<file path="src/rtl/motor_pkg.sv">
// Shared motor-drive types and constants.
// Used by the PWM generator and the balance controller saturation.
package motor_pkg;

    localparam int PWM_PERIOD_DEF = 7500;
    localparam int DUTY_MAX       = 7500;

    typedef enum logic [1:0] {
        IDLE = 2'd0,
        RUN  = 2'd1,
        DEAD = 2'd2
    } pwm_state_e;

    localparam logic DIR_FWD = 1'b1;
    localparam logic DIR_REV = 1'b0;

    // Saturate a duty magnitude to the period length.
    function automatic logic [15:0] clamp_duty(
        input logic [15:0] duty,
        input logic [15:0] lim
    );
        return (duty > lim) ? lim : duty;
    endfunction

endpackage

</file>
<file path="src/rtl/pwm_tick_counter.sv">
// Prescaler plus PWM period counter.
// Held at zero whenever Run is low.
module pwm_tick_counter
    import motor_pkg::*;
#(
    parameter int PERIOD   = PWM_PERIOD_DEF,
    parameter int PRESCALE = 4,
    parameter int CW       = 16
) (
    input  logic          Clk,
    input  logic          Rst_n,
    input  logic          Run,
    output logic          Tick,
    output logic [CW-1:0] Count,
    output logic          Wrap
);

    localparam int PW = (PRESCALE > 1) ? $clog2(PRESCALE) : 1;

    logic [PW-1:0] pre_q;

    assign Tick = Run && (pre_q == PW'(PRESCALE - 1));
    assign Wrap = Tick && (Count == CW'(PERIOD - 1));

    // Prescaler and period counter; counter moves only on a tick.
    always_ff @(posedge Clk or negedge Rst_n) begin
        if (!Rst_n) begin
            pre_q <= '0;
            Count <= '0;
        end else if (!Run) begin
            pre_q <= '0;
            Count <= '0;
        end else begin
            pre_q <= Tick ? '0 : pre_q + PW'(1);
            if (Tick) begin
                Count <= Wrap ? '0 : Count + CW'(1);
            end
        end
    end

endmodule

</file>
<file path="src/rtl/hbridge_pwm_gen.sv">
// Double-buffered PWM drive for one H-bridge (In1 fwd, In2 rev).
// Optional reversal dead period: define HBRIDGE_DEADTIME_EN.
module hbridge_pwm_gen
    import motor_pkg::*;
#(
    parameter int PERIOD   = PWM_PERIOD_DEF,
    parameter int PRESCALE = 4,
    parameter int CW       = 16
) (
    input  logic          Clk,
    input  logic          Rst_n,
    input  logic          En,
    input  logic [CW-1:0] Duty_l,
    input  logic [CW-1:0] Duty_r,
    output logic          In1,
    output logic          In2,
    output logic          Period_start,
    output logic          Fault,
    output logic          Dir
);

    pwm_state_e state_q;
    pwm_state_e state_d;

    logic          tick;
    logic          wrap;
    logic          per_end;
    logic          run_en;
    logic [CW-1:0] cnt;
    logic [CW-1:0] sl_q;
    logic [CW-1:0] sr_q;
    logic [CW-1:0] cl;
    logic [CW-1:0] cr;
    logic          fwd_nz;
    logic          rev_nz;
    logic          both_nz;
    logic          load;
    logic          to_dead;

    assign run_en  = (state_q != IDLE) && En;
    assign per_end = tick && wrap;

    assign cl = (Duty_l > CW'(PERIOD)) ? CW'(PERIOD) : Duty_l;
    assign cr = (Duty_r > CW'(PERIOD)) ? CW'(PERIOD) : Duty_r;

    assign fwd_nz  = (cl != '0);
    assign rev_nz  = (cr != '0);
    assign both_nz = fwd_nz && rev_nz;

    pwm_tick_counter #(
        .PERIOD   (PERIOD),
        .PRESCALE (PRESCALE),
        .CW       (CW)
    ) u_cnt (
        .Clk   (Clk),
        .Rst_n (Rst_n),
        .Run   (run_en),
        .Tick  (tick),
        .Count (cnt),
        .Wrap  (wrap)
    );

`ifdef HBRIDGE_DEADTIME_EN
    logic act_q;
    logic reversal;

    assign reversal = act_q && !both_nz && (fwd_nz || rev_nz)
                    && (fwd_nz != Dir);

    // Remembers that a direction has actually been driven since enable.
    always_ff @(posedge Clk or negedge Rst_n) begin
        if (!Rst_n) begin
            act_q <= 1'b0;
        end else if (!En) begin
            act_q <= 1'b0;
        end else if (load && !both_nz && !to_dead) begin
            act_q <= act_q || fwd_nz || rev_nz;
        end
    end
`endif

    // State register.
    always_ff @(posedge Clk or negedge Rst_n) begin
        if (!Rst_n) begin
            state_q <= IDLE;
        end else begin
            state_q <= state_d;
        end
    end

    // Next state and shadow-load strobe.
    always_comb begin
        state_d = state_q;
        load    = 1'b0;
        to_dead = 1'b0;
        unique case (state_q)
            IDLE: begin
                if (En) begin
                    state_d = RUN;
                    load    = 1'b1;
                end
            end
            RUN: begin
                if (!En) begin
                    state_d = IDLE;
                end else if (per_end) begin
                    load = 1'b1;
`ifdef HBRIDGE_DEADTIME_EN
                    if (reversal) begin
                        to_dead = 1'b1;
                        state_d = DEAD;
                    end
`endif
                end
            end
`ifdef HBRIDGE_DEADTIME_EN
            DEAD: begin
                if (!En) begin
                    state_d = IDLE;
                end else if (per_end) begin
                    load    = 1'b1;
                    state_d = RUN;
                end
            end
`endif
            default: state_d = IDLE;
        endcase
    end

    // Shadow duties, sticky fault and direction, updated at loads.
    always_ff @(posedge Clk or negedge Rst_n) begin
        if (!Rst_n) begin
            sl_q  <= '0;
            sr_q  <= '0;
            Fault <= 1'b0;
            Dir   <= DIR_REV;
        end else if (!En) begin
            sl_q  <= '0;
            sr_q  <= '0;
            Fault <= 1'b0;
            Dir   <= DIR_REV;
        end else if (load) begin
            if (both_nz) begin
                sl_q  <= '0;
                sr_q  <= '0;
                Fault <= 1'b1;
            end else if (to_dead) begin
                sl_q <= '0;
                sr_q <= '0;
            end else begin
                sl_q <= cl;
                sr_q <= cr;
                if (fwd_nz) begin
                    Dir <= DIR_FWD;
                end else if (rev_nz) begin
                    Dir <= DIR_REV;
                end
            end
        end
    end

    // Registered pins: compare lags the counter by one clock.
    always_ff @(posedge Clk or negedge Rst_n) begin
        if (!Rst_n) begin
            In1          <= 1'b0;
            In2          <= 1'b0;
            Period_start <= 1'b0;
        end else begin
            In1          <= run_en && (cnt < sl_q);
            In2          <= run_en && (cnt < sr_q);
            Period_start <= load;
        end
    end

endmodule
</file>
<file path="config.mk">
export PLATFORM = sky130hd
export DESIGN_NAME = hbridge_pwm_gen
export DESIGN_NICKNAME = d
export VERILOG_FILES = /design/src/rtl/motor_pkg.sv /design/src/rtl/pwm_tick_counter.sv /design/src/rtl/hbridge_pwm_gen.sv
export SDC_FILE = /design/constraint.sdc
export NUM_CORES = 1
export LEC_CHECK = 0
export ABC_CLOCK_PERIOD_IN_PS = 3450
export CORE_ASPECT_RATIO = 0.9
export CORE_MARGIN = 3
export CORE_UTILIZATION = 55
export DETAILED_ROUTE_END_ITERATION = 10
export PLACE_DENSITY = 0.8
export RECOVER_POWER = 25
export SLEW_MARGIN = 20
export SYNTH_ARGS = -nofsm -noshare
export SYNTH_HDL_FRONTEND = slang
export SYNTH_SLANG_ARGS = --single-unit
</file>
<file path="constraint.sdc">
create_clock -name Clk -period 3.45 [get_ports Clk]
set_input_delay 1.035 -clock Clk [delete_from_list [all_inputs] [get_ports Clk]]
set_output_delay 1.035 -clock Clk [all_outputs]
set_load 0.01 [all_outputs]
</file>
==> impl_metrics.ini, run 1 <==
[run_status]
status = finished, final reports clean

[sta]
rsz0062_at_grt = no
final.period_utilization = 0.8191
clock-skew-final_ps = 10.76
maxSlewHeadroom = 0.2482
setup_viol = 0
final.setup.tns_ps = 0
slew_viol_final = 0
hold_viol_final = 0
worstMarginPinSlew_ps = 1128
fmax_mhz = 353.9
min_period_ps = 2826

[grt]
grt_use_total = 0.2412
grt-ovfl-total = 0
first_global_vias = 2933
antenna_found_initial = 0
grt_max_degree = 47
grt_pass1_wl_um = 13880

[clocking]
cts_resized = 0
postCtsHoldBufs = 0
cts_setup_buffers = 0
cts_sinks = 56
insertion_delay_ps = 310
root_buffer = clkbuf_8
cts_tree = yes
clkTransAtPathRegs_ps = 100
htree_levels = 2
clock_path_buffers = 2
cts_buffers = 5

[routing]
num_vias = 3087
drt_iter0_markers = 168
wirelength_um = 8098
route.detailed.drc = 0
wl_per_cell_um = 16.00
drtAntennaViolNets = 0
drt_first_pass_iters = 4
via_per_inst = 6.101

[setup_path]
slowest_stage = clkdlybuf4s50_1
reg2reg_depth = 7
critPathArrivalTime_ps = 3050
crit_required_ps = 3680
reg2reg_slack_ps = 910
cp.buffers_inverters = 2
crit_fanout = 14
crit_type = in2reg
crit_path_end_kind = flip-flop
slowest_delay_ps = 530
path_delay_family = compound AO/OA/AOI/OAI gates
r2r-end = sr_q[3]
crit_chain = clkdlybuf4s50_1 > ha_1 > nand4_1 > o21ai_2 > buf_4 > o311ai_0 > a21oi_1
r2r-start = u_cnt.Count[0]
cp-start-kind = primary input

[placement]
hpwl_um = 6270
place.gp.congestion = 0.8742
port_buffers = 39

[synth]
synth-seq-cells = 56
syn-mean-instance-area_um2 = 9.078
synth-edff-count = 0
netlist_instances = 380
synth_top_flop_cell = dfrtp_1
synth_area_um2 = 3450
async_flop_share = 1.000
yosys_warnings = 0
synth.net_count = 448
synth_cell_type_count = 45
ys_seq_area_frac = 0.4062

[floorplanning]
ios = 40
dieHeight_um = 81.13
coreArea_um2 = 5888
dieArea_um2 = 7260
die_width_um = 89.48
std_cell_rows = 26
start_util = 0.5858

[hold_path]
hp-class = reg2reg
worstHoldStart = u_cnt.pre_q[0]
holdPathStages = 1
min_to = u_cnt.pre_q[0]

[job]
drv_cap = 0

[cells_and_area]
drive_above_1_share = 0.04976
ff_latch_area_um2 = 1401
syn_to_final_growth_pct = 17.41
multi_input_area_um2 = 1848
nFillCells = 491
fin_nets = 489
diodes = 0

[power_and_ir_drop]
powerDensity_nw_per_um2 = 354.1
total_power_mw = 1.434
p_leak_nw = 1.667
peakVddDrop_mv = 0.2440
[how the worst max path moves through the flow]
| stage | from | to | slack [ps] | depth (start not counted) |
|---|---|---|---|---|
| after floorplan | Duty_l[14] | sr_q[12] | 910 | 6 |
| after global placement | Duty_l[14] | sl_q[1] | 390 | 6 |
| after detailed placement | Duty_l[14] | sl_q[9] | 360 | 6 |
| after CTS | En | sr_q[3] | 660 | 7 |
| after global routing | Duty_l[9] | sl_q[9] | 430 | 6 |
| final | En | sr_q[3] | 620 | 7 |
[per-stage QoR]
step / setup WS (ps) / utilization / std cells / hold slack [ps] / area (um2)
after global placement: 390.4 / 0.6696 / 498 / 424.2 / 3943
after detailed placement: 362.5 / 0.6696 / 498 / 463.2 / 3943
final: 624.0 / 0.6878 / 506 / 466.9 / 4050
after CTS: 661.2 / 0.6878 / 506 / 476.9 / 4050
after floorplan: 911.1 / - / 380 / 409.9 / 3450
after global routing: 433.2 / 0.6878 / 506 / 474.3 / 4050
[per-layer routing]
layer,track usage,vias up,part of all wire
met2,0.3881,113,0.46
met4,0.04018,0,0.0078
li1,-,1497,-
met3,0.03753,9,0.054
met5,0,-,0
met1,0.3491,1468,0.48
[cell families after synthesis]
kind of cell / share of synthesized area
DFF: 0.4062
and+or+nand+nor: 0.1904
adders and majority gates: 0.1197
buffers and inverters: 0.05803
xor gates and xnor gates: 0.005079
AOI/OAI and AO/OA: 0.2205
[sequential cells by signal (all words and copies together) (netlist names)]
name / flops
state_q: 1
Fault: 1
In2: 1
u_cnt.pre_q: 2
Period_start: 1
sl_q: 16
Dir: 1
In1: 1
sr_q: 16
u_cnt.Count: 16
[power by group]
group / internal, mW / switching [mW] / total, mW
sequential: 0.675 / 0.0155 / 0.691
combinational: 0.120 / 0.200 / 0.320
clock: 0.216 / 0.208 / 0.424
[synthesized netlist by cell type (all sizes together) (6+ instances only)]
cell type	instances	area share
dfrtp	56	0.41
inv	35	0.038
ha	33	0.12
nand2	31	0.034
a21oi	30	0.044
nor2	18	0.020
nand3	17	0.025
o21ai	17	0.029
nand4	15	0.027
a31oi	14	0.025
nor3	10	0.015
o211ai	10	0.022
clkbuf	9	0.010
a21o	7	0.015
a22o	7	0.018
nand2b	7	0.013
nor4	7	0.013
or3	6	0.011
[cell type report]
class	instances	share of cell area
clock buffer	6	0.01792
clock inverter	2	0.008650
inverter	36	0.03336
multi-input combinational	274	0.4563
sequential	56	0.3460
tap	84	0.02595
timing repair buffer	48	0.1118
[placed cells by master (no fill, tap or decap), types with 14 or more instances in the layout]
master            n
dfrtp_1          56
clkdlybuf4s50_1  38
inv_1            35
ha_1             33
nand2_1          31
a21oi_1          30
nor2_1           18
nand3_1          17
nand4_1          15
o21ai_0          15
a31oi_1          14
[worst reg2reg max path, cell delays in order (launching register included)]
cell and delay (ps):
dfrtp_1 510, ha_1 300, nor4b_1 310, nand4_1 240, o21ai_2 440, buf_4 280
o311ai_0 190, a21oi_1 200
(Power assumes the default switching activity.)
==> inputs of run 2 (changes only) <==
ABC_CLOCK_PERIOD_IN_PS = 2900   (was 3450)
clock period = 2.9 ns   (was 3.45 ns; I/O delays follow)
==> run 2 against run 1 <==
Power increased by 22%. Highest routed layer unchanged. Die area stayed put. Largest power group unchanged. Global-route usage grew 1.2 points. Sequential cell count stayed put.
==> impl_metrics.ini, run 2 (synthesis results as in run 1) <==
[sta]
min_period_ps = 2527
worstMarginPinSlew_ps = 1363
fmax_mhz = 395.7
setup_viol = 0
fin_ws_ps = 372.8
final.setup.tns_ps = 0
hold_viol_final = 0
slew_viol_final = 0
rsz0062_at_grt = no
clock-skew-final_ps = 7.569
maxSlewHeadroom = 0.09107
worst_hold_slack_ps = 462.3
final.period_utilization = 0.8715

[setup_path]
critPathArrivalTime_ps = 2760
crit_required_ps = 3140
cp.depth = 6
r2r-end = u_cnt.Count[9]
crit_type = in2reg
reg2reg_depth = 6
slowest_delay_ps = 620
crit_fanout = 23
slowest_stage = o211a_1
path_delay_family = compound AO/OA/AOI/OAI gates
cp-endpoint = u_cnt.Count[6]
crit_path_start = En
crit_path_end_kind = flip-flop
reg2reg_slack_ps = 550
r2r-start = u_cnt.Count[1]
cp.buffers_inverters = 1
crit_chain = clkdlybuf4s50_1 > ha_1 > nand4_1 > o211a_1 > o21ai_0 > a31oi_1
cp-start-kind = primary input

[floorplanning]
coreArea_um2 = 5888
start_util = 0.5858
dieHeight_um = 81.13
std_cell_rows = 26
die_width_um = 89.48
ios = 40
dieArea_um2 = 7260

[routing]
drt_iter0_markers = 172
drt_first_pass_iters = 4
num_vias = 3135
via_per_inst = 6.052
wl_per_cell_um = 16.28
wirelength_um = 8435
route.detailed.drc = 0
drtAntennaViolNets = 0

[hold_path]
hp-class = reg2reg

[cells_and_area]
largestRegisters = sl_q: 16 flops, sr_q: 16 flops, u_cnt.Count: 16 flops
final_cells = 518
stdcell_area_um2 = 4150
final_util = 0.7048
diodes = 0
final_common_cell = dfrtp_1
drive_above_1_share = 0.07604
nFillCells = 449
fin_nets = 501
syn_to_final_growth_pct = 20.31
final_cell_mix = dfrtp_1, clkdlybuf4s50_1, inv_1

[clocking]
root_buffer = clkbuf_8
cts_resized = 0
insertion_delay_ps = 310
cts_buffers = 5
cts_setup_buffers = 0
clock_path_buffers = 2
clkTransAtPathRegs_ps = 100
cts_sinks = 56
htree_levels = 2
postCtsHoldBufs = 0
cts_tree = yes

[placement]
dp_cells = 510
place.gp.congestion = 0.8606
hpwl_um = 6517
port_buffers = 39
placed_area_um2 = 4058
post-place-ws_ps = 52.86

[power_and_ir_drop]
peakVddDrop_mv = 0.2651
p_leak_nw = 1.728
total_power_mw = 1.753
powerDensity_nw_per_um2 = 422.4

[grt]
grt_pass1_wl_um = 14540
grt_use_total = 0.2533
grt_max_degree = 57
first_global_vias = 3155
grt-ovfl-total = 0
antenna_found_initial = 0

[run_status]
status = finished, final reports clean

[job]
drv_cap = 0
==> run 2: changes by cell type in the layout (fill, tap and decap cells not counted) <==
cell    before  now
buf_2        0    1
buf_4        9   19
buf_12       0    1
==> run 2: layer usage <==
metal	wire length, um	part of all wire	global-route usage	vias to the layer above
met5	0	0	0	-
met3	427	0.051	0.03854	13
li1	-	-	-	1509
met4	104	0.012	0.05655	0
met1	3912	0.46	0.3582	1502
met2	3991	0.47	0.4109	111
==> run 2: final cells by class <==
class                      instances  area (um2)  share of cell area
sequential                        56        1401              0.3377
clock inverter                     2       35.03            0.008441
multi-input combinational        274        1848              0.4453
timing repair buffer              60       553.0              0.1333
inverter                          36       135.1             0.03256
tap                               84       105.1             0.02532
clock buffer                       6       72.57             0.01749
==> run 2: worst min path at each step <==
stage,to,from,cells after the start
finish,u_cnt.pre_q[0],u_cnt.pre_q[0],1
global route,u_cnt.pre_q[0],u_cnt.pre_q[0],1
CTS,u_cnt.pre_q[0],u_cnt.pre_q[0],1
detailed placement,u_cnt.pre_q[0],u_cnt.pre_q[0],1
global placement,u_cnt.pre_q[0],u_cnt.pre_q[0],1
floorplan,u_cnt.pre_q[0],u_cnt.pre_q[0],1
==> run 2: power breakdown <==
part           leakage (nW)  switching [mW]  total [mW]  internal, mW
sequential            0.777          0.0177       0.821         0.803
clock                0.0552           0.253       0.510         0.257
combinational         0.896           0.246       0.423         0.176
total                  1.73           0.517        1.75          1.24
